<file path="config.mk">
export PLATFORM = sky130hd
export DESIGN_NAME = riscv_prog_loader
export DESIGN_NICKNAME = d
export VERILOG_FILES = /design/src/rtl/riscv_prog_loader.sv
export SDC_FILE = /design/constraint.sdc
export NUM_CORES = 1
export LEC_CHECK = 0
export CAP_MARGIN = 25
export CORE_AREA = 10 10 460 462
export CTS_BUF_LIST = sky130_fd_sc_hd__clkbuf_2
export DETAILED_ROUTE_END_ITERATION = 7
export DIE_AREA = 0 0 470 472
export PLACE_DENSITY = 0.4
export SYNTH_ARGS = -nofsm -noshare
export SYNTH_HDL_FRONTEND = slang
export SYNTH_SLANG_ARGS = --single-unit
</file>
<file path="constraint.sdc">
create_clock -name axi4_mm_clk -period 18 [get_ports axi4_mm_clk]
set_input_delay 1.8 -clock axi4_mm_clk [delete_from_list [all_inputs] [get_ports axi4_mm_clk]]
set_output_delay 1.8 -clock axi4_mm_clk [all_outputs]
set_load 0.01 [all_outputs]
</file>
<file path="src/rtl/riscv_prog_loader.sv">
`default_nettype none
//==============================================================================
// riscv_prog_loader - streams host beats into the RISC-V RAM reload port (AW/W/B)
// and holds the core in reset while loading. Option: PROG_LOADER_CHECKSUM_EN.
// Revision: 1.0
//==============================================================================
module riscv_prog_loader #(
  parameter int DATA_WIDTH      = 512,
  parameter int ADDR_WIDTH      = 15,
  parameter int LEN_WIDTH       = 16,
  parameter int MAX_OUTSTANDING = 4
) (
  input  logic                      axi4_mm_clk,
  input  logic                      axi4_mm_rst,
  input  logic                      cmd_valid,
  output logic                      cmd_ready,
  input  logic [ADDR_WIDTH-1:0]     cmd_addr,
  input  logic [LEN_WIDTH-1:0]      cmd_beats,
  input  logic                      s_valid,
  output logic                      s_ready,
  input  logic [DATA_WIDTH-1:0]     s_data,
  input  logic [DATA_WIDTH/8-1:0]   s_strb,
  output logic                      m_aw_valid,
  input  logic                      m_aw_ready,
  output logic [ADDR_WIDTH-1:0]     m_aw_addr,
  output logic                      m_w_valid,
  input  logic                      m_w_ready,
  output logic [DATA_WIDTH-1:0]     m_w_data,
  output logic [DATA_WIDTH/8-1:0]   m_w_strb,
  output logic                      m_w_last,
  input  logic                      m_b_valid,
  output logic                      m_b_ready,
  input  logic [1:0]                m_b_resp,
  output logic                      load_en,
  output logic                      core_reset,
  output logic                      busy,
  output logic                      done,
  output logic                      err,
  output logic                      overflow
`ifdef PROG_LOADER_CHECKSUM_EN
  ,
  output logic [31:0]               checksum
`endif
);

  localparam int c_BYTES = DATA_WIDTH / 8;
  localparam int c_OW    = 4;
  localparam logic [c_OW-1:0]       c_MAX_OUT    = c_OW'(MAX_OUTSTANDING);
  localparam logic [ADDR_WIDTH-1:0] c_ALIGN_MASK = ~ADDR_WIDTH'(c_BYTES - 1);

  typedef enum logic [1:0] {
    S_IDLE  = 2'd0,
    S_LOAD  = 2'd1,
    S_DRAIN = 2'd2,
    S_DONE  = 2'd3
  } state_t;

  state_t                  r_state, w_next;
  logic                    r_cmd_ready, r_boot, r_aw_pend, r_w_pend, r_err, r_overflow;
  logic [ADDR_WIDTH-1:0]   r_addr;
  logic [LEN_WIDTH-1:0]    r_remaining;
  logic [c_OW-1:0]         r_outstanding;
  logic [DATA_WIDTH-1:0]   r_data;
  logic [c_BYTES-1:0]      r_strb;

  logic                    w_cmd_hs, w_s_hs, w_aw_hs, w_w_hs, w_b_hs, w_b_stray;
  logic                    w_stage_full, w_free;
  logic [ADDR_WIDTH:0]     w_addr_sum;

  assign w_stage_full = r_aw_pend | r_w_pend;
  assign w_cmd_hs     = cmd_valid & r_cmd_ready;
  assign w_s_hs       = s_valid & s_ready;
  assign w_aw_hs      = r_aw_pend & m_aw_ready;
  assign w_w_hs       = r_w_pend & m_w_ready;
  assign w_b_hs       = m_b_valid;
  assign w_b_stray    = w_b_hs & (r_outstanding == '0);
  // The stage frees on the edge where the last of its two channels completes.
  assign w_free       = w_stage_full & (~r_aw_pend | m_aw_ready) & (~r_w_pend | m_w_ready);
  assign w_addr_sum   = {1'b0, r_addr} + (ADDR_WIDTH + 1)'(c_BYTES);

  assign s_ready    = (r_state == S_LOAD) & ~w_stage_full & (r_remaining != '0)
                    & (r_outstanding < c_MAX_OUT);
  assign cmd_ready  = r_cmd_ready;
  assign m_aw_valid = r_aw_pend;
  assign m_aw_addr  = r_addr;
  assign m_w_valid  = r_w_pend;
  assign m_w_data   = r_data;
  assign m_w_strb   = r_strb;
  assign m_w_last   = 1'b1;
  assign m_b_ready  = 1'b1;
  assign err        = r_err;
  assign overflow   = r_overflow;

  always_ff @(posedge axi4_mm_clk or posedge axi4_mm_rst) begin
    if (axi4_mm_rst) begin
      r_state       <= S_IDLE;
      r_cmd_ready   <= 1'b0;
      r_boot        <= 1'b1;
      r_aw_pend     <= 1'b0;
      r_w_pend      <= 1'b0;
      r_err         <= 1'b0;
      r_overflow    <= 1'b0;
      r_addr        <= '0;
      r_remaining   <= '0;
      r_outstanding <= '0;
      r_data        <= '0;
      r_strb        <= '0;
    end else begin
      r_state     <= w_next;
      r_cmd_ready <= (w_next == S_IDLE);
      if (r_state == S_DONE) r_boot <= 1'b0;
      if (w_cmd_hs) begin
        r_addr      <= cmd_addr & c_ALIGN_MASK;
        r_remaining <= cmd_beats;
      end else if (w_free) begin
        r_addr      <= w_addr_sum[ADDR_WIDTH-1:0];
        r_remaining <= r_remaining - LEN_WIDTH'(1);
      end
      if (w_s_hs) begin
        r_data    <= s_data;
        r_strb    <= s_strb;
        r_aw_pend <= 1'b1;
        r_w_pend  <= 1'b1;
      end else begin
        if (w_aw_hs) r_aw_pend <= 1'b0;
        if (w_w_hs)  r_w_pend  <= 1'b0;
      end
      if (w_cmd_hs)                            r_overflow <= 1'b0;
      else if (w_free && w_addr_sum[ADDR_WIDTH]) r_overflow <= 1'b1;
      if (w_b_hs && (w_b_stray || m_b_resp != 2'b00)) r_err <= 1'b1;
      else if (w_cmd_hs)                              r_err <= 1'b0;
      // A stray B (nothing outstanding) is dropped rather than underflowing.
      case ({w_aw_hs, w_b_hs & ~w_b_stray})
        2'b10:   r_outstanding <= r_outstanding + c_OW'(1);
        2'b01:   r_outstanding <= r_outstanding - c_OW'(1);
        default: r_outstanding <= r_outstanding;
      endcase
    end
  end

  always_comb begin
    w_next     = r_state;
    load_en    = 1'b0;
    busy       = 1'b1;
    done       = 1'b0;
    core_reset = r_boot;
    case (r_state)
      S_IDLE: begin
        busy = 1'b0;
        if (w_cmd_hs) w_next = (cmd_beats == '0) ? S_DONE : S_LOAD;
      end
      S_LOAD: begin
        load_en    = 1'b1;
        core_reset = 1'b1;
        if (r_remaining == '0 && !w_stage_full) w_next = S_DRAIN;
      end
      S_DRAIN: begin
        load_en    = 1'b1;
        core_reset = 1'b1;
        if (r_outstanding == '0) w_next = S_DONE;
      end
      default: begin
        done       = 1'b1;
        core_reset = 1'b0;
        w_next     = S_IDLE;
      end
    endcase
  end

`ifdef PROG_LOADER_CHECKSUM_EN
  logic [31:0] r_checksum, w_fold;

  always_comb begin
    w_fold = '0;
    for (int i = 0; i < c_BYTES; i++) begin
      if (s_strb[i]) w_fold[(i % 4) * 8 +: 8] = w_fold[(i % 4) * 8 +: 8] ^ s_data[i * 8 +: 8];
    end
  end

  always_ff @(posedge axi4_mm_clk or posedge axi4_mm_rst) begin
    if (axi4_mm_rst)   r_checksum <= '0;
    else if (w_cmd_hs) r_checksum <= '0;
    else if (w_s_hs)   r_checksum <= r_checksum ^ w_fold;
  end

  assign checksum = r_checksum;
`endif

endmodule
`default_nettype wire

</file>
==> impl_summary.txt, run 1 <==
----------------------------------------------------
[Routing]
  Detailed-route DRC error count ... 0
  Routed length per instance ... between 20 and 25 um
  Remaining number of nets flagged by the antenna check after routing ... 0
  Total wire length ... roughly 140 mm
  Detailed router's first-iteration violation count ... around 670
  Met3 Routed Length ... 18.5 mm
  First drt pass iteration count ... 4
  Via Count ... 18,196
  Highest Signal Layer ... met5
  Via density ... 3.22
  WL met2 ... between 60 and 70 mm
  Wl on met1 ... approximately 54 mm

[Floorplan]
  Effective utilization at floorplan ... 12.8%
  Row cnt ... 165
  Core footprint ... 202,000 um2
  Boundary Pins ... around 1,200
  Area enclosed by the die boundary ... ~220,000 um2
  Horizontal extent of the die ... 470 um
  Die Height ... around 470 um

[Cells and area]
  Highest-count cells in the layout ignoring fill and taps ... clkdlybuf4s50_1 (1,204), dfrtp_1 (612), mux2_4 (540)
  Synthesis-to-finish area growth ... 64.9%
  Finished Core Util ... 21.1%
  Number of nets at the end of the flow ... ~3,400
  Leading cell type in the layout, fill and taps excluded ... clkdlybuf4s50_1
  Share of post-route cells with drive strength above 1 ... a little under a third

[Clock tree]
  # resized after CTS ... 0
  Worst-Skew Late Latency ... between 1.5 and 2 ns
  Maximum number of buffers from clock root to sink ... 3
  Depth of the CTS H-tree ... 4
  Count of hold-fix buffers inserted at cts ... 0
  Setup bufs post-CTS ... 0
  CTS tree ... done
  Root buf cell ... clkbuf_2
  Clock transition time at the flip-flop clock pins of the worst setup and hold paths ... 0.10 ns
  CTS sink cnt ... just over 600
  CTS buffer count ... 196

[Logic synthesis]
  Number of synthesized register bits ... slightly above 600
  Number of distinct library cells after synthesis ... 44
  Ys flop type ... dfrtp_1
  Proportion of synthesized chip area in sequential cells ... roughly 59%
  Netlist Area Pre-Place ... 25,800 um2
  Post-synth EDFFs ... 0
  Number of instances in the synthesized netlist ... 1,461
  Proportion of register bits with asynchronous set or reset after synthesis ... 100%
  Count of synthesis-stage warnings from yosys ... 0
  Syn avg cell area ... around 18 um2

[Timing]
  Hold violation count in the final report ... 0
  Post-Route Hold Slack ... just under 0.5 ns
  Setup repair after global routing missed its margin ... no
  Crit path time final ... around 5.4 ns
  Count of final setup violators ... 0
  Highest clock rate ... 185 MHz
  TNS Setup ... 0 ns
  Max Transition Viols Final ... 0
  Final worst-path setup slack ... approximately 13 ns
  Least-Margin Pin Slew ... roughly 1.1 ns
  Ratio of final minimum period to clock period ... 30.1%
  Max transition margin ... 24.8%
  Setup skew after layout ... between 0.1 and 0.15 ns

[Pwr]
  Static power due to leakage ... around 18 nW
  PD cells ... between 150 and 200 nW/um2
  Peak supply drop ... 63.4 uV

[Global routing]
  Pin count of the biggest net entering global routing ... ~150
  Antenna violations before repair ... 96
  Vias in the first global route ... a little over 20,000
  Wire length of the first global-routing pass ... 187 mm
  Global-route total usage across every layer ... about an eighth
  Total overflow reported by the global router ... 0

[Min path]
  Hold crit path type ... reg -> reg
  Source of the worst hold timing path ... r_boot$_DFFE_PP1N_

[Outcome]
  Run status ... completed

[Placed design]
  HPWL after DPL ... between 100 and 150 mm
  Port bufs ... approximately 1,200
  Dpl ws ... 10.94 ns
  Routability Congestion ... ~0.81

[Critical path]
  CP Class ... reg -> reg
  Data required time of the critical path ... between 15 and 20 ns
  Crit path max fanout ... 50
  Startpoint kind of the worst setup timing path ... register
  Data arrival time of the critical path ... roughly 6.9 ns
  Slack of the worst reg-to-reg path ... 12.59 ns
  Kind of end point of the critical path ... register
  Crit. Startpoint ... r_state[1]$_DFF_PP0_
  Worst flop-to-flop path startpoint ... r_state[1]$_DFF_PP0_

[Job]
  Max cap viols ... 0

----------------------------------------------------
-- critical path, stage by stage, from the launching register on --
cell and delay [ns]:
dfrtp_1 0.45, inv_1 0.10, ha_1 0.24, nand4_1 0.18, nor2_4 0.65, buf_4 0.70
buf_4 0.67, buf_4 0.89, buf_4 0.89, mux2_4 0.35
-- registers in the layout, indices dropped and copies added (netlist names) --
signal and cells:
cmd_ready 1, m_aw_addr 9, m_aw_valid 1, r_remaining 16, r_state 2, m_w_valid 1
m_w_strb 64, r_outstanding 4, overflow 1, r_boot 1, m_w_data 512, err 1
-- synthesized netlist by cell type, drive strengths merged (2+ instances only) --
| cell type | number | area share (%) |
|---|---|---|
| dfrtp | 612 | 59 |
| mux2 | 577 | 33 |
| buf | 71 | 2.9 |
| nand2 | 40 | 0.58 |
| o21ai | 27 | 0.52 |
| nor2 | 20 | 0.30 |
| xnor2 | 20 | 0.68 |
| ha | 11 | 0.53 |
| inv | 11 | 0.16 |
| nor4 | 9 | 0.24 |
| nor3 | 8 | 0.20 |
| clkbuf | 7 | 0.10 |
| xor2 | 7 | 0.24 |
| nand4 | 5 | 0.12 |
| nand3 | 4 | 0.078 |
| nor2b | 4 | 0.097 |
| a21oi | 3 | 0.058 |
| a21o | 2 | 0.058 |
| a31oi | 2 | 0.048 |
| and2 | 2 | 0.048 |
| conb | 2 | 0.029 |
-- through the flow --
step,area [um2],total power (W),instances
after detailed placement,40700,0.00652,5286
after floorplan,25800,0.00427,1467
after global routing,42500,0.00811,5633
after CTS,42500,0.00785,5617
final,42600,0.00761,5659
after global placement,40600,0.00653,5285
-- cell type report --
cell class,instances,area (um2)
flip-flops and latches,613,15300
clock inverters,57,413
inverters,11,45.0
repair buffers,1225,12300
well taps,2672,3340
multi-input cells,765,9680
fillers,21778,159000
clock buffers,274,1370
diodes,42,105
-- final timing paths --
| check | endpoint | cells after the start |
|---|---|---|
| hold / removal | r_boot$_DFFE_PP1N_ | 1 |
| max in group asynchronous | m_w_data[4]$_DFFE_PP0P_ | 6 |
| min in group asynchronous | m_w_data[50]$_DFFE_PP0P_ | 2 |
| hold reg to reg | r_boot$_DFFE_PP1N_ | 1 |
| setup / recovery | m_w_strb[50]$_DFFE_PP0P_ | 9 |
| setup reg to reg | m_w_strb[50]$_DFFE_PP0P_ | 9 |
-- where the power goes --
part / total, W / internal, W / switching (W) / leakage (nW)
logic: 0.00387 / 0.00233 / 0.00153 / 9.07
clock network: 0.00121 / 0.000490 / 0.000720 / 1.32
registers: 0.00254 / 0.00207 / 0.000463 / 7.38
total: 0.00761 / 0.00490 / 0.00272 / 17.8
-- logic make-up after synthesis --
kind of cell	Yosys count	synth area share [%]
mux	578	33.1
flops	613	59.4
fa+ha+maj	12	0.611
buf+inv	89	3.17
compound gates	40	0.868
simple gates	100	1.89
other cells	2	0.0291
xor+xnor	27	0.916
-- per-layer routing --
layer,vias up,global-route usage [%]
met5,-,0
met1,8854,13.3
met2,1053,19.3
met3,254,7.81
met4,38,3.50
li1,7997,-
Note: power is estimated with default switching activity, not from simulation.
==> run 2, diff against run 1 <==
Clock period 18 ns to 4.49 ns, I/O delays scaled along.
==> impl_summary.txt, run 2 <==
----------------------------------------------------
[Clock tree]
  CTS buffer count ... approximately 190
  Depth of the CTS H-tree ... 4
  Root buf cell ... clkbuf_2
  # resized after CTS ... 0
  Maximum number of buffers from clock root to sink ... 3
  Count of hold-fix buffers inserted at cts ... 1,128
  Setup bufs post-CTS ... 0
  CTS sink cnt ... 613

[Outcome]
  Last stage ... 4_1_cts
  Tool error ... [ERROR RSZ-0060] Max buffer count reached.
  Run status ... stopped before the end

[Logic synthesis]
  Most common library cells after synthesis ... dfrtp_1 (612), mux2_4 (540), buf_6 (60)
  Number of instances in the synthesized netlist ... approximately 1,500
  Proportion of synthesized chip area in sequential cells ... about three fifths
  Top cell type by total area after synthesis ... dfrtp_1
  Number of synthesized register bits ... around 610
  Top cells by area, synth ... dfrtp_1 (59%), mux2_4 (31%), buf_6 (2.6%), mux2_2 (1.6%), xnor2_1 (0.68%)
  Number of distinct library cells after synthesis ... 44
  Synth top area share ... approximately 59%
  Most used standard cell by instance count after synthesis ... dfrtp_1
  Syn avg cell area ... approximately 18 um2
  Post-synth EDFFs ... 0
  Count of synthesis-stage warnings from yosys ... 0
  Ys flop type ... dfrtp_1
  Netlist Area Pre-Place ... between 20,000 and 30,000 um2
  Proportion of register bits with asynchronous set or reset after synthesis ... 100%

[Floorplan]
  Die Height ... 472 um
  Row cnt ... roughly 170
  Effective utilization at floorplan ... 12.8%
  Horizontal extent of the die ... 470 um
  Boundary Pins ... roughly 1,200

[Placed design]
  Routability Congestion ... roughly 0.8
  HPWL after DPL ... between 100 and 150 mm
  Port bufs ... between 1,000 and 1,500

----------------------------------------------------
## run 2: per-stage QoR
stage / hold slack (ns) / area, um2 / setup slack, ns / instances / setup TNS (ns)
floorplan: 0.463 / 25800 / -4.32 / 1467 / -2647.79
global placement: 0.478 / 41000 / 1.24 / 5306 / 0
detailed placement: 0.480 / 41000 / 1.23 / 5306 / 0
## run 2: logic make-up after synthesis
kind of cell / share of synthesized area (%)
XOR/XNOR: 0.916
other: 0.0291
AND/OR/NAND/NOR: 1.89
adder cells (fa/ha/maj): 0.611
flip-flops: 59.4
buffers and inverters: 3.17
multiplexers: 33.1
AO/OA/AOI/OAI: 0.868
==> run 3, diff against run 2 <==
Settings changed: CORE_AREA 10 10 460 462 to 10 10 467 469, CTS_BUF_LIST sky130_fd_sc_hd__clkbuf_2 to unset, DIE_AREA 0 0 470 472 to 0 0 477 479, PLACE_DENSITY 0.4 to unset, PLACE_DENSITY_LB_ADDON set to 0.15.
Clock period 4.49 ns to 5.8 ns, I/O delays scaled along.
==> impl_summary.txt, run 3 (synthesized netlist as in run 1, its figures left out) <==
----------------------------------------------------
[Cells and area]
  Share of post-route cells with drive strength above 1 ... between 20 and 30%
  Layout filler cell count ... 22,307
  Final cell area excluding filler cells ... 44,100 um2
  Highest-count cells in the layout ignoring fill and taps ... clkdlybuf4s50_1 (1,204), dfrtp_1 (612), mux2_4 (540)
  Footprint of the flip-flops and latches ... roughly 15,000 um2
  Max reg flops ... roughly 510
  Finished Core Util ... 21.1%
  Number of nets at the end of the flow ... ~3,300
  Synthesis-to-finish area growth ... 70.7%
  Area used by multi-input combinational logic ... between 9000 and 10,000 um2
  Leading cell type in the layout, fill and taps excluded ... clkdlybuf4s50_1
  Final instance count without filler cells ... roughly 5,600

[Routing]
  Total wire length ... ~140 mm
  First drt pass iteration count ... 4
  Via Count ... approximately 17,000
  Routed length per instance ... 25.5 um
  Remaining number of nets flagged by the antenna check after routing ... 0
  Detailed router's first-iteration violation count ... 739
  Via density ... between 3 and 4
  Detailed-route DRC error count ... 0

[Critical path]
  Kind of end point of the critical path ... primary output
  Slack of the worst reg-to-reg path ... roughly 2.9 ns
  CP Class ... reg -> out
  Critical register-to-register path endpoint ... m_w_data[154]$_DFFE_PP0P_
  Termination of the worst setup path ... s_ready
  Data arrival time of the critical path ... around 2.6 ns
  Worst flop-to-flop path startpoint ... r_remaining[10]$_DFFE_PP0P_
  Crit. Startpoint ... r_remaining[10]$_DFFE_PP0P_
  Data required time of the critical path ... between 5 and 6 ns
  Startpoint kind of the worst setup timing path ... register
  Path depth of the worst reg2reg path ... 7
  Crit path max fanout ... 4

[Pwr]
  Comb power frac ... between 40% and 50%
  Design Power ... 0.0256 W
  Static power due to leakage ... 18.0 nW
  Part of the power in registers ... 31.0%
  Clock share of power ... 21.9%
  Internal Dissipation ... 0.0171 W
  Peak supply drop ... 289 uV
  Switching part of the total power ... about a third
  PD cells ... slightly below 600 nW/um2
  Switch Pwr ... 0.00851 W

[Job]
  Max cap viols ... 0

[Clock tree]
  Maximum number of buffers from clock root to sink ... 3
  Worst-Skew Late Latency ... 0.71 ns
  CTS tree ... done
  Root buf cell ... clkbuf_16
  Count of hold-fix buffers inserted at cts ... 0
  # resized after CTS ... 0
  Clock transition time at the flip-flop clock pins of the worst setup and hold paths ... 0.06 ns
  Setup bufs post-CTS ... 0
  CTS buffer count ... between 80 and 90
  Depth of the CTS H-tree ... 3
  CTS sink cnt ... between 600 and 700

[Placed design]
  HPWL after DPL ... about 120 mm
  Cell Area, Placed ... 41,000 um2
  Port bufs ... 1,204
  Routability Congestion ... 0.775
  Post-Place Cells ... between 5,000 and 6,000

[Floorplan]
  Die Height ... ~480 um
  Horizontal extent of the die ... between 400 and 500 um
  Core footprint ... about 210,000 um2
  Area enclosed by the die boundary ... ~230,000 um2
  Row cnt ... between 150 and 200
  Effective utilization at floorplan ... 12.4%
  Boundary Pins ... roughly 1,200

[Global routing]
  Wire length of the first global-routing pass ... 190 mm
  Pin count of the biggest net entering global routing ... about 120
  Total overflow reported by the global router ... 0
  Antenna violations before repair ... slightly above 100
  Global-route total usage across every layer ... roughly 12%
  Vias in the first global route ... about 19,000

[Min path]
  Hold crit path type ... in -> async

[Timing]
  Least-Margin Pin Slew ... about 0.94 ns
  Hold violation count in the final report ... 0
  Highest clock rate ... 310 MHz
  Post-Route Hold Slack ... roughly 0.31 ns
  Crit path time final ... between 3 and 4 ns
  Max Transition Viols Final ... 0
  Setup repair after global routing missed its margin ... no
  Max transition margin ... around 36%
  Count of final setup violators ... 0
  Ratio of final minimum period to clock period ... between 50% and 60%
  Setup skew after layout ... about 0.046 ns

[Outcome]
  Run status ... completed

----------------------------------------------------
run 3: worst min path at each step:
stage	from	end	slack, ns
after floorplan	r_boot$_DFFE_PP1N_	r_boot$_DFFE_PP1N_	0.46
after global placement	r_boot$_DFFE_PP1N_	r_boot$_DFFE_PP1N_	0.48
after global routing	axi4_mm_rst	m_w_data[7]$_DFFE_PP0P_	0.29
after CTS	axi4_mm_rst	m_w_data[7]$_DFFE_PP0P_	0.24
after detailed placement	r_boot$_DFFE_PP1N_	r_boot$_DFFE_PP1N_	0.47
final	axi4_mm_rst	m_w_data[7]$_DFFE_PP0P_	0.31
run 3: area by class of cell:
cell class / instances / share of cell area (%)
clock buffers: 133 / 5.90
multi-input cells: 765 / 22.0
clock inverters: 24 / 0.875
diodes: 41 / 0.233
well taps: 2805 / 7.97
repair buffers: 1233 / 28.1
inverters: 11 / 0.102
flip-flops and latches: 613 / 34.8
run 3: metrics by stage:
step | setup slack [ns] | TNS, ns
after floorplan | -3.14 | -1925.07
after CTS | 2.47 | 0
after global routing | 2.39 | 0
final | 2.58 | 0
after detailed placement | 2.60 | 0
after global placement | 2.58 | 0
run 3: metal layers:
| metal | track usage [%] | vias to the layer above | share of wire (%) |
|---|---|---|---|
| met1 | 14.8 | 8441 | 42 |
| met2 | 18.1 | 879 | 43 |
| met5 | 0 | - | 0.38 |
| met3 | 6.91 | 200 | 13 |
| li1 | - | 7735 | - |
| met4 | 3.05 | 82 | 1.9 |
run 3: power by group through the flow:
stage	clock network, W	registers (W)	logic, W
2_1_floorplan	0	0.00864	0.00462
3_3_place_gp	0	0.00801	0.0124
3_5_place_dp	0	0.00800	0.0124
4_1_cts	0.00590	0.00798	0.0125
5_1_grt	0.00602	0.00826	0.0127
6_report	0.00560	0.00794	0.0121
run 3: critical path, stage by stage, from the launching register on:
cell             delay [ns]
dfrtp_1                0.40
nor3_1                 0.29
nand3_1                0.28
nor3_4                 0.36
nor4_1                 0.10
clkdlybuf4s50_1        0.53
